[src/rtl/sync_fifo_param.sv]
// rtl/sync_fifo_param.sv - single-clock parametrised FIFO with FWFT option, thresholds, count and sticky error flags
//
// Ports:
//   clk, rst           clock, asynchronous active-high reset
//   clear              synchronous flush, highest priority
//   wr_en, data_in     write request and data
//   full, almost_full  count == DEPTH, count >= AF_LEVEL
//   rd_en, data_out    read/pop request and read data
//   empty, almost_empty count == 0, count <= AE_LEVEL
//   count              occupancy 0..DEPTH
//   overflow/underflow sticky rejected-write / rejected-read flags
module sync_fifo_param #(
    parameter int DEPTH    = 8,
    parameter int DATASIZE = 4,
    parameter int FWFT     = 0,
    parameter int AF_LEVEL = DEPTH - 2,
    parameter int AE_LEVEL = 2
) (
    input  logic                     clk,
    input  logic                     rst,
    input  logic                     clear,
    input  logic                     wr_en,
    input  logic [DATASIZE-1:0]      data_in,
    output logic                     full,
    output logic                     almost_full,
    input  logic                     rd_en,
    output logic [DATASIZE-1:0]      data_out,
    output logic                     empty,
    output logic                     almost_empty,
    output logic [$clog2(DEPTH):0]   count,
    output logic                     overflow,
    output logic                     underflow
);

    localparam int AW = $clog2(DEPTH);
    localparam int CW = AW + 1;

    logic [DATASIZE-1:0] mem_q [DEPTH];
    logic [AW-1:0]       wr_ptr_q, wr_ptr_d;
    logic [AW-1:0]       rd_ptr_q, rd_ptr_d;
    logic [CW-1:0]       count_q, count_d;
    logic                overflow_q, overflow_d;
    logic                underflow_q, underflow_d;
    logic [DATASIZE-1:0] dout_q, dout_d;
    logic                rd_acc, wr_acc;

    // Flags decode straight from the registered count.
    assign empty        = (count_q == '0);
    assign full         = (count_q == CW'(DEPTH));
    assign almost_full  = (count_q >= CW'(AF_LEVEL));
    assign almost_empty = (count_q <= CW'(AE_LEVEL));
    assign count        = count_q;
    assign overflow     = overflow_q;
    assign underflow    = underflow_q;

    // A read never completes from an empty FIFO; a write to a full FIFO
    // completes only when a read frees the slot on the same edge.
    assign rd_acc = rd_en & ~empty;
    assign wr_acc = wr_en & (~full | rd_acc);

    // FWFT shows the head word directly; the new word written into an
    // empty FIFO only becomes visible after its write edge.
    assign data_out = (FWFT != 0) ? (empty ? '0 : mem_q[rd_ptr_q]) : dout_q;

    always_comb begin
        wr_ptr_d    = wr_ptr_q;
        rd_ptr_d    = rd_ptr_q;
        count_d     = count_q;
        overflow_d  = overflow_q | (wr_en & ~wr_acc);
        underflow_d = underflow_q | (rd_en & ~rd_acc);
        dout_d      = dout_q;
        if (wr_acc) begin
            wr_ptr_d = wr_ptr_q + AW'(1);
        end
        if (rd_acc) begin
            rd_ptr_d = rd_ptr_q + AW'(1);
            dout_d   = mem_q[rd_ptr_q];
        end
        case ({wr_acc, rd_acc})
            2'b10:   count_d = count_q + CW'(1);
            2'b01:   count_d = count_q - CW'(1);
            default: count_d = count_q;
        endcase
    end

    // Storage is not reset; writes are suppressed by clear and by rst.
    always_ff @(posedge clk) begin
        if (wr_acc && !clear && !rst) begin
            mem_q[wr_ptr_q] <= data_in;
        end
    end

    always_ff @(posedge clk or posedge rst) begin
        if (rst) begin
            wr_ptr_q    <= '0;
            rd_ptr_q    <= '0;
            count_q     <= '0;
            overflow_q  <= 1'b0;
            underflow_q <= 1'b0;
            dout_q      <= '0;
        end else if (clear) begin
            wr_ptr_q    <= '0;
            rd_ptr_q    <= '0;
            count_q     <= '0;
            overflow_q  <= 1'b0;
            underflow_q <= 1'b0;
            dout_q      <= '0;
        end else begin
            wr_ptr_q    <= wr_ptr_d;
            rd_ptr_q    <= rd_ptr_d;
            count_q     <= count_d;
            overflow_q  <= overflow_d;
            underflow_q <= underflow_d;
            dout_q      <= dout_d;
        end
    end

endmodule

[config.mk]
export PLATFORM = sky130hd
export DESIGN_NAME = sync_fifo_param
export DESIGN_NICKNAME = d
export VERILOG_FILES = /design/src/rtl/sync_fifo_param.sv
export SDC_FILE = /design/constraint.sdc
export NUM_CORES = 1
export LEC_CHECK = 0
export ABC_AREA = 1
export BUFFER_PORTS_ARGS = -buffer_cell sky130_fd_sc_hd__buf_2
export CORE_MARGIN = 2
export CORE_UTILIZATION = 47
export CTS_CLUSTER_DIAMETER = 150
export DETAILED_ROUTE_END_ITERATION = 12
export PLACE_DENSITY = 0.68
export SETUP_SLACK_MARGIN = 0.5
export SYNTH_ARGS = -nofsm -noshare
export SYNTH_HDL_FRONTEND = slang
export SYNTH_SLANG_ARGS = --single-unit
[constraint.sdc]
create_clock -name clk -period 2.04 [get_ports clk]
set_clock_uncertainty 0.1 [all_clocks]
set_input_delay 0.102 -clock clk [delete_from_list [all_inputs] [get_ports clk]]
set_output_delay 0.102 -clock clk [all_outputs]
set_load 0.005 [all_outputs]
==> results.cfg, run 1 <==
[yosys]
netlist_instances = 217
synth_ff_type = edfxtp_1
netlist.top_cell.by_area = edfxtp_1
ys_ff_latch = 48
syn_area_per_cell_um2 = 10.4
yosysUniqueCellTypes = 27
yosysWarnings = 0
syn_nets = 231
synth_top_cell_area_share_pct = 42.7
seq_area_frac_synth_pct = 60.5
ys_async_sr_fraction_pct = 33.3
synth.cell_area_um2 = 2250
yosys-top-cells-area = edfxtp_1, dfrtp_1, nor2_1, nand2_1, nand3_1
synth_edf_count = 32

[timing]
fmax_mhz = 581
min_period_over_period_pct = 84.3
hold_violations = 0
grt_setup_unrepaired = yes
slew_violations = 0
worstMarginPinSlew_ns = 0.306
setup_viol = 0
final.setup.tns_ns = 0
relSlewSlack_pct = 79.5
fin_crit_ns = 1.72

[global_routing]
grt_max_degree = 19
grt_util_met1_pct = 26.4
grt_pass1_wl_um = 7910
grt_overflow = 0
grt_util_met3_pct = 4.97
top_usage_layer = met2
use_met2_pct = 31.7
antenna_found_initial = 0
grt_pass1_vias = 1663
grtUsageTotal_pct = 20.0

[worst_setup_path]
end_kind = register
critPathMaxFanout = 4
cp_common_cell = nand2_1
cp_data_arrival_time_ns = 1.82
r2r_slack_ns = 0.32
critical-path-slowest-cell = dfrtp_2
crit_required_ns = 2.14
critPathKind = reg -> reg
crit_chain = nor2_4 > nand2_4 > nand3_4 > inv_4 > buf_4 > fa_2 > xor2_1 > nand2_1 > nand2_1
startpoint_type = register
cpPeakStageDelay_ns = 0.46

[power]
p_per_area_nw_per_um2 = 1130
peakVddDrop_uv = 500
finalPower_w = 0.00325
p_leak_nw = 1.20

[clocking]
clk_pin_slew_ns = 0.09
cts-root-buf = clkbuf_8
cts_tree = built
cts_buffer_depth = 2
cts_max_level = 2
cts_buffers = 5
clock-sinks = 48
clkLatencyLatePin_ns = 0.30

[floorplan]
pin_count = 23
die_w_um = 73.2
num_rows = 25
die_area_um2 = 5360
core_um2 = 4660
die_y_um = 73.2
start_util_pct = 48.3

[route]
drcViolationCount = 0
vias = 1648
routedWlPerCell_um = 14.4
viasPerCell = 5.15
ant_nets = 0
wirelength_um = 4610
first_pass_iters = 4
drt_iter0_drc = 77

[run]
max-cap-violations = 0

[finish]
nets = 279
seq_area_um2 = 1370
area_growth_pct = 28.0
fill_cells = 355
drive_gt1_share_pct = 34.2
fin_util_pct = 61.8
antenna_cells = 0
multi_input_area_um2 = 932

[placed_design]
gp_congestion = 0.826
hpwl_um = 3100
io_buffers = 22

[hold_path]
min_path_type = in -> reg

[status]
status = finished, final reports clean
## state kept, by name, indices dropped and copies added (netlist names)
register   cells
count          4
data_out       4
underflow      1
rd_ptr_q       3
overflow       1
wr_ptr_q       3
mem_q         32
## power breakdown
group          internal, W  switching, W
registers          0.00113     0.0000826
logic             0.000596      0.000722
clock network     0.000401      0.000318
## kinds of logic after synthesis
family          count (synthesis)  share of synthesized area [%]
simple gates                  106                           23.4
flops                          48                           60.5
compound gates                 31                           8.06
buf+inv                        26                           4.50
fa+ha+maj                       5                           3.11
xor+xnor                        1                          0.389
## cells in the final DEF, fill, tap and decap left out, types with 3 or more instances in the layout
cell type      instances
buf_2                 21
buf_4                 18
clkbuf_8               6
dfrtp_1               11
dfrtp_2                5
dlygate4sd3_1          4
edfxtp_1              32
inv_1                 14
inv_2                  6
nand2_1               31
nand2_4                3
nand3_1               17
nand3_4                4
nand4_1                4
nor2_1                31
nor2_4                 8
nor3_4                 4
o211ai_1               4
o21ai_0               19
## synthesized netlist by cell type (4+ instances only)
master / number
nand4_1: 4
inv_2: 6
nand3_1: 19
nor3_1: 4
nand2_1: 31
nor2_1: 35
edfxtp_1: 32
o21ai_0: 19
o211ai_1: 4
inv_1: 16
ha_1: 4
dfrtp_1: 16
## per-stage QoR
step | worst slack, ns | cell area (um^2) | hold slack, ns | cells
after floorplan | 0.241 | 2350 | -0.0363 | 217
after global placement | 0.185 | 2530 | -0.00405 | 292
after detailed placement | 0.121 | 2530 | 0.00165 | 292
after CTS | 0.341 | 2810 | 0.00308 | 314
after global routing | 0.201 | 2880 | 0.0120 | 320
final | 0.320 | 2880 | 0.00110 | 320
## repair_timing
action | 4_1_cts | 5_1_grt
pin swaps | 7 | 7
endpoints found under the setup margin | 35 | 42
hold buffers | 4 | 0
hold endpoints to repair | 11 | 0
buffers inserted | 10 | 6
resized for setup | 6 | 7
## cell type report
class / count / area share, %
tap: 54 / 2.35
multi-input combinational: 143 / 32.4
sequential: 48 / 47.5
inverter: 22 / 3.04
clock buffer: 6 / 2.87
timing repair buffer: 45 / 10.5
clock inverter: 2 / 1.35
## critical path, delay by kind of cell (launching register included)
family        cells  cell delay, ns
flops             1            0.46
simple gates      5            0.37
fa+ha+maj         1            0.33
buf+inv           2            0.19
xor+xnor          1            0.16
## per-layer routing
layer / vias to the layer above / share of wire (%)
li1: 840 / -
met1: 765 / 45
met2: 38 / 50
met3: 5 / 4.2
met4: 0 / 0.87
met5: - / 0
## final timing paths
check                       startpoint  cells after the start           to
max                           count[3]                      9     count[2]
min                         data_in[0]                      1  mem_q[7][0]
max reg2reg                   count[3]                      9     count[2]
min reg2reg                data_out[1]                      2  data_out[1]
max in group asynchronous          rst                      4     count[2]
min in group asynchronous          rst                      4     count[0]
(Power assumes the default switching activity.)
==> inputs of run 2 (changes only) <==
==> constraint.sdc (replaced) <==
create_clock -name clk -period 1.6 [get_ports clk]
set_clock_uncertainty 0.1 [all_clocks]
set_input_delay 0.08 -clock clk [delete_from_list [all_inputs] [get_ports clk]]
set_output_delay 0.08 -clock clk [all_outputs]
set_load 0.005 [all_outputs]
==> results.cfg, run 2 (synthesized netlist as in run 1, its figures left out) <==
[status]
status = finished with violations
violations = negative setup slack

[finish]
largest_register_ffs = 32
drive_gt1_share_pct = 40.4
area_growth_pct = 37.2
antenna_cells = 0
layout_commonest_cell = edfxtp_1
layout_common_cells = edfxtp_1, nor2_1, nand2_1
fin_cells = 334
regMostFlops = mem_q
fin_area_um2 = 3090
fin_util_pct = 66.2
nets = 293

[route]
vias = 1805
routedWlPerCell_um = 16.0
drt_iter0_drc = 133
drcViolationCount = 0
viasPerCell = 5.40
wirelength_um = 5340
first_pass_iters = 4
ant_nets = 0

[placed_design]
post-place-cells = 309
gp_congestion = 0.846
hpwl_um = 3620
postPlaceCellArea_um2 = 2710
io_buffers = 22

[floorplan]
core_um2 = 4660
num_rows = 25
pin_count = 23
die_y_um = 73.2
die_area_um2 = 5360
die_w_um = 73.2
start_util_pct = 48.3

[worst_setup_path]
crit_chain = nor2_4 > nand2_4 > nand3_4 > inv_4 > ha_4 > a21oi_2 > nand3_1 > nand3_1 > nand2_1 > nand2_1 > nand2_1
critPathMaxFanout = 4
cp_data_arrival_time_ns = 1.84
critical-path-slowest-cell = dfrtp_2
crit_required_ns = 1.69
critPathKind = reg -> reg
r2r_start = count[2]
cpPeakStageDelay_ns = 0.45
startpoint_type = register
end_kind = register
path_buf_inv = 1
cp_common_cell = nand2_1
worstReg2RegEnd = count[3]
r2r_slack_ns = -0.15
reg2reg_depth = 11
cpLargestDelayFamily = simple AND/OR/NAND/NOR gates

[timing]
slew_violations = 0
fin_crit_ns = 1.75
fmax_mhz = 573
hold_violations = 0
min_period_over_period_pct = 109
relSlewSlack_pct = 78.5
worstMarginPinSlew_ns = 0.323
fin_ws_ns = -0.146
grt_setup_unrepaired = yes
setup_viol = 42
fin_hold_ws_ns = 0.103

[power]
finalPower_w = 0.00430
p_leak_nw = 1.26
p_per_area_nw_per_um2 = 1390
peakVddDrop_uv = 1140

[run]
max-cap-violations = 0

[hold_path]
min_path_type = in -> reg
hp-start = wr_en
hold_path_end = wr_ptr_q[2]
worstHoldPathCells = 5

[clocking]
clk_pin_slew_ns = 0.09
cts_buffers = 5
cts_buffer_depth = 2
cts_max_level = 2
clock-sinks = 48
clkLatencyLatePin_ns = 0.29
cts-root-buf = clkbuf_8
cts_tree = built

[global_routing]
grt_pass1_wl_um = 8530
grtUsageTotal_pct = 21.3
grt_overflow = 0
grt_pass1_vias = 1839
grt_max_degree = 19
antenna_found_initial = 0
## run 2: cell count changes in the layout (fill, tap and decap cells not counted), moves of 3 or more
cell / change
nand3_2: +4
o21ai_1: +8
buf_4: +3
buf_6: +11
nand3_1: -5
o21ai_0: -8
## run 2: where the power goes
part           switching [W]  internal, W  total [W]  leakage, nW
clock network       0.000409     0.000305   0.000715       0.0479
registers           0.000108      0.00144    0.00155        0.498
logic                0.00109     0.000949    0.00204        0.716
total                0.00161      0.00270    0.00430         1.26
## run 2: timing repair
action | in CTS | in global routing
endpoints found under the setup margin | 56 | 56
setup buffers | 9 | 2
hold buffers | 6 | 0
pin swaps | 20 | 3
gates resized for setup | 17 | 17
endpoints found under the hold margin | 35 | 0
## run 2: tightest hold or removal path, delay by kind of cell
kind / cells / cell delay [ns]
buffers and inverters: 2 / 0.20
and+or+nand+nor: 3 / 0.18
## run 2: worst max-delay path by stage
| stage | startpoint | depth (start not counted) | slack, ns | endpoint |
|---|---|---|---|---|
| 5_1_grt | count[2] | 11 | -0.24 | count[3] |
| 3_3_place_gp | count[0] | 8 | -0.09 | mem_q[4][0] |
| 4_1_cts | count[3] | 12 | -0.11 | count[3] |
| 6_report | count[2] | 11 | -0.15 | count[3] |
| 3_5_place_dp | count[1] | 12 | -0.14 | count[3] |
| 2_1_floorplan | count[1] | 12 | -0.20 | count[3] |
## run 2: layout make-up
class | instances | area, um^2
flip-flops and latches | 48 | 1370
fillers | 351 | 1570
clock buffers | 5 | 68.8
repair buffers | 59 | 459
clock inverters | 3 | 18.8
well taps | 54 | 67.6
inverters | 22 | 95.1
multi-input cells | 143 | 1010
## run 2: metal layers
metal  vias to the layer above  global-route usage [%]  part of all wire, %
met1                       874                    28.2                   43
met5                         -                       0                    0
li1                        869                       -                    -
met4                         0                    6.79                  1.4
met2                        54                    34.8                   51
met3                         8                    4.70                  4.8
## run 2: through the flow
step | setup TNS, ns | setup slack [ns]
floorplan | -0.338 | -0.197
global placement | -1.55 | -0.0947
detailed placement | -1.70 | -0.139
CTS | -2.61 | -0.108
global route | -6.52 | -0.243
finish | -3.00 | -0.146
